**src/rtl/cl_mcl_pkg.sv**
```systemverilog
// Shared definitions for the manycore-link AXI-Lite bridge (rx and tx sides).
//   axil_base_addr_p    : base of the FIFO window region on the ocl port
//   base_addr_width_p   : width of the offset field inside one FIFO window
//   index_addr_width_lp : width of the FIFO index field above the offset
//   ofs_tdr_lp          : offset of the transmit data register in a window
//   wr_state_e          : tx write-channel FSM states
//   axil_resp_e         : AXI-Lite B/R response codes
package cl_mcl_pkg;

    localparam logic [31:0] axil_base_addr_p    = 32'h0000_0000;
    localparam int          base_addr_width_p   = 8;
    localparam int          index_addr_width_lp = 8;
    localparam int          window_top_lp       = base_addr_width_p + index_addr_width_lp;

    localparam logic [base_addr_width_p-1:0] ofs_tdr_lp = 8'h10;

    typedef enum logic [1:0] {
        E_WR_IDLE,
        E_WR_PUSH,
        E_WR_REG,
        E_WR_RESP
    } wr_state_e;

    typedef enum logic [1:0] {
        OKAY   = 2'b00,
        SLVERR = 2'b10,
        DECERR = 2'b11
    } axil_resp_e;

endpackage

```
**src/rtl/bsg_axil_tx_addr_decode.sv**
```systemverilog
// Combinational AXI-Lite address decoder for the FIFO windows.
//   addr_i    : byte address from the AW channel
//   idx_o     : FIFO index relative to the window base
//   fifo_v_o  : address hits the TDR offset of an existing FIFO window
//   reg_v_o   : address hits any other offset of an existing FIFO window
//   dec_err_o : address is outside every FIFO window
module bsg_axil_tx_addr_decode
    import cl_mcl_pkg::*;
#(
    parameter int num_fifos_p = 1
) (
    input  logic [31:0]                    addr_i,
    output logic [index_addr_width_lp-1:0] idx_o,
    output logic                           fifo_v_o,
    output logic                           reg_v_o,
    output logic                           dec_err_o
);

    localparam logic [index_addr_width_lp-1:0] base_idx_lp =
        index_addr_width_lp'(axil_base_addr_p >> base_addr_width_p);

    logic in_region;
    logic idx_ok;
    logic is_tdr;

    always_comb begin
        idx_o     = addr_i[base_addr_width_p +: index_addr_width_lp] - base_idx_lp;
        // Bits above the index field must match the base, otherwise an alias
        // far above the region would land on a real FIFO.
        in_region = (addr_i[31:window_top_lp] == axil_base_addr_p[31:window_top_lp]);
        idx_ok    = in_region && (32'(idx_o) < num_fifos_p);
        is_tdr    = (addr_i[base_addr_width_p-1:0] == ofs_tdr_lp);
        fifo_v_o  = idx_ok & is_tdr;
        reg_v_o   = idx_ok & ~is_tdr;
        dec_err_o = ~idx_ok;
    end

endmodule

```
**src/rtl/bsg_axil_to_fifos_tx.sv**
```systemverilog
// AXI-Lite write-channel slave that turns host writes into pushes on
// num_fifos_p outbound 32-bit valid/ready FIFO interfaces. Writes to the TDR
// offset of a window push that FIFO; other offsets in a window produce a
// one-cycle register-write strobe; addresses outside all windows get DECERR.
// One write is in flight at a time; all outputs are registered.
//
// Ports:
//   clk_i, reset_n_i                  clock, async active-low reset
//   awaddr_i/awvalid_i/awready_o      AW channel
//   wdata_i/wstrb_i/wvalid_i/wready_o W channel
//   bresp_o/bvalid_o/bready_i         B channel
//   tx_v_o[N], tx_data_o[N*32], tx_ready_i[N]  FIFO push interfaces
//   wr_v_o, wr_addr_o, wr_data_o      register-write strobe
//
// Build option:
//   BSG_AXIL_TX_WSTRB_CHECK_EN : partial-strobe writes to a FIFO/register
//   window are rejected with SLVERR and have no side effects. When undefined
//   the strobe is ignored and the full word is written.
module bsg_axil_to_fifos_tx
    import cl_mcl_pkg::*;
#(
    parameter int num_fifos_p = 2
) (
    input  logic                      clk_i,
    input  logic                      reset_n_i,

    input  logic [31:0]               awaddr_i,
    input  logic                      awvalid_i,
    output logic                      awready_o,

    input  logic [31:0]               wdata_i,
    input  logic [3:0]                wstrb_i,
    input  logic                      wvalid_i,
    output logic                      wready_o,

    output logic [1:0]                bresp_o,
    output logic                      bvalid_o,
    input  logic                      bready_i,

    output logic [num_fifos_p-1:0]    tx_v_o,
    output logic [num_fifos_p*32-1:0] tx_data_o,
    input  logic [num_fifos_p-1:0]    tx_ready_i,

    output logic                      wr_v_o,
    output logic [31:0]               wr_addr_o,
    output logic [31:0]               wr_data_o
);

`ifdef BSG_AXIL_TX_WSTRB_CHECK_EN
    localparam bit strb_check_lp = 1'b1;
`else
    localparam bit strb_check_lp = 1'b0;
`endif

    wr_state_e  state_q;
    logic       aw_got_q, w_got_q;
    logic [31:0] addr_q, data_q;
    logic [3:0] strb_q;
    logic       awready_q, wready_q;
    logic       bvalid_q;
    axil_resp_e bresp_q;
    logic [num_fifos_p-1:0] tx_v_q;
    logic       wr_v_q;
    logic [31:0] wr_addr_q, wr_data_q;

    logic        aw_hs, w_hs, both_got, strb_err;
    logic [31:0] cur_addr, cur_data;
    logic [3:0]  cur_strb;
    logic [index_addr_width_lp-1:0] dec_idx;
    logic        dec_fifo_v, dec_reg_v, dec_err;
    logic [num_fifos_p-1:0] dec_oh;

    // Decode sees the address of a handshake completing this cycle so a
    // write with AW and W together can leave IDLE on that same edge.
    bsg_axil_tx_addr_decode #(
        .num_fifos_p(num_fifos_p)
    ) u_decode (
        .addr_i   (cur_addr),
        .idx_o    (dec_idx),
        .fifo_v_o (dec_fifo_v),
        .reg_v_o  (dec_reg_v),
        .dec_err_o(dec_err)
    );

    always_comb begin
        aw_hs    = awvalid_i & awready_q;
        w_hs     = wvalid_i & wready_q;
        cur_addr = aw_hs ? awaddr_i : addr_q;
        cur_data = w_hs ? wdata_i : data_q;
        cur_strb = w_hs ? wstrb_i : strb_q;
        both_got = (aw_got_q | aw_hs) & (w_got_q | w_hs);
        strb_err = strb_check_lp & (cur_strb != 4'hF);
        dec_oh   = '0;
        for (int i = 0; i < num_fifos_p; i++) begin
            dec_oh[i] = dec_fifo_v & (dec_idx == index_addr_width_lp'(i));
        end
    end

    always_ff @(posedge clk_i or negedge reset_n_i) begin
        if (!reset_n_i) begin
            state_q   <= E_WR_IDLE;
            aw_got_q  <= 1'b0;
            w_got_q   <= 1'b0;
            addr_q    <= '0;
            data_q    <= '0;
            strb_q    <= '0;
            awready_q <= 1'b0;
            wready_q  <= 1'b0;
            bvalid_q  <= 1'b0;
            bresp_q   <= OKAY;
            tx_v_q    <= '0;
            wr_v_q    <= 1'b0;
            wr_addr_q <= '0;
            wr_data_q <= '0;
        end else begin
            case (state_q)
                E_WR_IDLE: begin
                    if (aw_hs) begin
                        addr_q   <= awaddr_i;
                        aw_got_q <= 1'b1;
                    end
                    if (w_hs) begin
                        data_q  <= wdata_i;
                        strb_q  <= wstrb_i;
                        w_got_q <= 1'b1;
                    end
                    if (both_got) begin
                        awready_q <= 1'b0;
                        wready_q  <= 1'b0;
                        if (dec_err) begin
                            bresp_q  <= DECERR;
                            bvalid_q <= 1'b1;
                            state_q  <= E_WR_RESP;
                        end else if (strb_err) begin
                            bresp_q  <= SLVERR;
                            bvalid_q <= 1'b1;
                            state_q  <= E_WR_RESP;
                        end else if (dec_fifo_v) begin
                            tx_v_q  <= dec_oh;
                            state_q <= E_WR_PUSH;
                        end else if (dec_reg_v) begin
                            wr_v_q    <= 1'b1;
                            wr_addr_q <= cur_addr;
                            wr_data_q <= cur_data;
                            state_q   <= E_WR_REG;
                        end
                    end else begin
                        awready_q <= ~(aw_got_q | aw_hs);
                        wready_q  <= ~(w_got_q | w_hs);
                    end
                end
                E_WR_PUSH: begin
                    // tx_v_q is one-hot on the target lane, so it also selects
                    // which ready completes the push.
                    if (|(tx_v_q & tx_ready_i)) begin
                        tx_v_q   <= '0;
                        bresp_q  <= OKAY;
                        bvalid_q <= 1'b1;
                        state_q  <= E_WR_RESP;
                    end
                end
                E_WR_REG: begin
                    wr_v_q    <= 1'b0;
                    wr_addr_q <= '0;
                    wr_data_q <= '0;
                    bresp_q   <= OKAY;
                    bvalid_q  <= 1'b1;
                    state_q   <= E_WR_RESP;
                end
                E_WR_RESP: begin
                    if (bready_i) begin
                        bvalid_q  <= 1'b0;
                        bresp_q   <= OKAY;
                        aw_got_q  <= 1'b0;
                        w_got_q   <= 1'b0;
                        awready_q <= 1'b1;
                        wready_q  <= 1'b1;
                        state_q   <= E_WR_IDLE;
                    end
                end
                default: state_q <= E_WR_IDLE;
            endcase
        end
    end

    assign awready_o = awready_q;
    assign wready_o  = wready_q;
    assign bvalid_o  = bvalid_q;
    assign bresp_o   = bresp_q;
    assign tx_v_o    = tx_v_q;
    assign tx_data_o = {num_fifos_p{data_q}};
    assign wr_v_o    = wr_v_q;
    assign wr_addr_o = wr_addr_q;
    assign wr_data_o = wr_data_q;

endmodule

```
**config.mk**
```make
export PLATFORM = sky130hd
export DESIGN_NAME = bsg_axil_to_fifos_tx
export DESIGN_NICKNAME = d
export VERILOG_FILES = /design/src/rtl/cl_mcl_pkg.sv /design/src/rtl/bsg_axil_tx_addr_decode.sv /design/src/rtl/bsg_axil_to_fifos_tx.sv
export SDC_FILE = /design/constraint.sdc
export NUM_CORES = 1
export LEC_CHECK = 0
export CORE_UTILIZATION = 49
export DETAILED_ROUTE_END_ITERATION = 10
export PLACE_DENSITY = 0.81
export RECOVER_POWER = 25
export SETUP_SLACK_MARGIN = 0.1
export SLEW_MARGIN = 10
export SYNTH_ARGS = -nofsm -noshare
export SYNTH_HDL_FRONTEND = slang
export SYNTH_SLANG_ARGS = --single-unit
```
**constraint.sdc**
```tcl
create_clock -name clk_i -period 3.5 [get_ports clk_i]
set_input_delay 0.7 -clock clk_i [delete_from_list [all_inputs] [get_ports clk_i]]
set_output_delay 0.7 -clock clk_i [all_outputs]
set_load 0.01 [all_outputs]
```
==> flow_summary.yaml <==
drt:
  vias: 4459
  drt-wirelength-per-cell_um: 17.9
  routed_via_density: 5.32
  finalWirelength_um: 15000
  drc: 0
  drtAntennaViolNets: 0
  initialDrtViolationCount: 218
  drt_pass1_iterations: 4
grt:
  grt_usage: 0.240
  grt_pass1_wl_um: 24000
  grt_start_max_net_pins: 63
  gr-total-overflow: 0
  antenna_found_initial: 0
  grt_pass1_vias: 4693
hold_path:
  hold_class: "flop to flop"
power_and_ir_drop:
  leakage_nw: 3.85
  peakVddDrop_mv: 0.430
  p_comb_frac: 0.392
  swShare: 0.325
  seq_power_share: 0.364
  clockPowerShare: 0.244
  p_sw_mw: 2.19
  intPower_mw: 4.55
  power_density_nw_per_um2: 768
synthesis:
  async_flop_share: 1.00
  synth_cell_types: 44
  seq_area_frac_synth: 0.558
  ys_warn_count: 0
  synthFlopType: "dfrtp_1"
  synth_nets: 557
  synth_area_sq_um: 6240
  syn_avg_cell_area_sq_um: 13.0
  synth_edf_count: 0
  syn_inst: 478
  synth-seq-cells: 139
clock_network:
  cts_setup_buffers: 0
  cts.sinks: 139
  cts-root-buf: "clkbuf_16"
  path_clk_slew_ns: 0.06
  cts_htree_levels: 4
  post_cts_resized: 0
  cts_tree: "built"
  cts_buffers: 17
  ctsHoldBuffers: 0
  clk_latency_ns: 0.41
  cts_buffer_depth: 2
setup_path:
  required_ns: 3.82
  worst_ep_arrival_time_ns: 3.10
  cp.depth: 6
  crit_chain: "clkdlybuf4s50_1, and2_1, nand3_1, o22a_2, or4_4, o2bb2ai_1"
  rr_startpoint: "state_q[0]"
  reg2reg_slack_ns: 0.96
  cp_max_fo: 36
  path_delay_family: "simple AND/OR/NAND/NOR gates"
  worstRegToRegCells: 9
  startpoint: "awvalid_i"
  cp-end-kind: "flop"
  setup.worst_path.class: "primary input to flop"
  worstPathBufferInverterCount: 1
  max_stage_delay_ns: 0.80
  crit_slowest_cell: "or4_4"
  startpoint_type: "primary input"
  critical_path.endpoint: "wr_data_o[13]"
  rr_endpoint: "wr_data_o[13]"
timing:
  period_needed_ns: 2.78
  fin_crit_sh: 0.794
  maxSlewHeadroom: -0.0438
  fmax_mhz: 360
  slew_viol_final: 63
  final.setup.tns_ns: 0
  holdWs_ns: 0.478
  setup_violations: 0
  fin_skew_ns: 0.00544
  finalHoldViolCount: 0
  worstMarginPinSlew_ns: 1.57
  rsz0062_at_grt: "no"
outcome:
  failed_checks: "max-capacitance violations, max-slew violations"
  outcome: "finished with violations"
placed_design:
  dp_cells: 806
  port_buffers: 206
  gp_congestion: 0.786
  detailed_place_hpwl_um: 10700
cells_and_area:
  num_antenna_cells: 0
  drive_above_1_share: 0.193
  layout_common_cells: "clkdlybuf4s50_1 (205), dfrtp_1 (139), mux2_2 (63), mux2i_1 (38), and2_1 (24)"
  syn_to_final_growth_pct: 40.8
  fin_nets: 736
  layout_commonest_cell: "clkdlybuf4s50_1"
  final_cells: 838
floorplan:
  initial_utilization: 0.511
  die_w_um: 115
  ios: 211
  rows: 40
  die-area_sq_um: 13200
  core_sq_um: 12200
  die_y_um: 115
flow_run:
  max_cap_violations: 1
-- sequential cells by signal (all words and copies together), names as in the netlist --
| signal | flops |
|---|---|
| addr_q | 32 |
| aw_got_q | 1 |
| awready_o | 1 |
| bresp_o | 1 |
| bvalid_o | 1 |
| data_q | 32 |
| state_q | 2 |
| tx_v_o | 2 |
| w_got_q | 1 |
| wr_addr_o | 32 |
| wr_data_o | 32 |
| wr_v_o | 1 |
| wready_o | 1 |
-- kinds of logic (layout without fill, tap and decap cells) --
kind of cell / Yosys count / in the layout / share of synthesized area
buffers and inverters: 68 / 260 / 0.0670
adder cells (fa/ha/maj): 4 / 4 / 0.00803
AND/OR/NAND/NOR: 88 / 88 / 0.0770
flip-flops: 139 / 139 / 0.558
AO/OA/AOI/OAI: 78 / 78 / 0.115
multiplexers: 101 / 101 / 0.175
-- area by class of cell --
| type | count | area, sq um |
|---|---|---|
| clock inverter | 6 | 35.0 |
| sequential | 139 | 3480 |
| tap | 168 | 210 |
| multi-input combinational | 271 | 2350 |
| fill | 890 | 3430 |
| inverter | 10 | 37.5 |
| timing repair buffer | 218 | 2150 |
| clock buffer | 26 | 519 |
-- synthesized netlist by cell type, drive strengths merged, types with 4 or more instances --
cell	count	area [sq um]
clkbuf	13	48.8
nand2	21	78.8
nor4	12	75.1
ha	4	50.1
and2	24	150
o2bb2ai	36	440
nand3	6	30.0
a21oi	10	50.1
inv	10	37.5
nor3	6	30.0
o22ai	6	37.5
a22oi	4	30.0
nor2	6	22.5
o21ai	7	35.0
buf	45	332
dfrtp	139	3480
mux2	63	709
mux2i	38	380
-- routing by layer --
layer / share of wire / global-route usage / up-vias
met3: 0.050 / 0.0622 / 31
met4: 0.029 / 0.117 / 0
met2: 0.52 / 0.425 / 136
li1: - / - / 2069
met1: 0.40 / 0.271 / 2223
met5: 0 / 0 / -
-- through the flow --
step                      setup slack, ns  total power, mW  utilization  instance area (sq um)
final                               0.723             6.74        0.719                   8780
after CTS                           0.744             6.81        0.720                   8790
after global routing                0.620             7.11        0.719                   8780
after floorplan                      1.14             4.05            -                   6240
after global placement              0.369             5.02        0.675                   8240
after detailed placement            0.338             5.15        0.675                   8240
-- worst min-delay path by stage --
stage / startpoint / to / slack, ns / cells after the start
2_1_floorplan: reset_n_i / addr_q[0] / 0.40 / 0
3_3_place_gp: wr_addr_o[24] / wr_addr_o[24] / 0.47 / 1
3_5_place_dp: wr_addr_o[24] / wr_addr_o[24] / 0.47 / 1
4_1_cts: reset_n_i / addr_q[28] / 0.28 / 1
5_1_grt: wr_data_o[6] / wr_data_o[6] / 0.50 / 1
6_report: wr_addr_o[12] / wr_addr_o[12] / 0.48 / 1
-- worst reg2reg max path, stage by stage, from the launching register on --
cell       delay (ns)
dfrtp_1          0.41
inv_1            0.10
ha_1             0.17
inv_1            0.10
or3_1            0.39
buf_4            0.19
nor3_1           0.32
a22oi_2          0.08
buf_4            0.36
o2bb2ai_1        0.27
-- power by group through the flow --
stage	Combinational, mW	Sequential (mW)	Clock (mW)
2_1_floorplan	1.56	2.49	0
3_3_place_gp	2.58	2.44	0
3_5_place_dp	2.67	2.48	0
4_1_cts	2.67	2.46	1.68
5_1_grt	2.86	2.52	1.74
6_report	2.65	2.46	1.64
No activity file was read; power rests on OpenSTA's default activity.
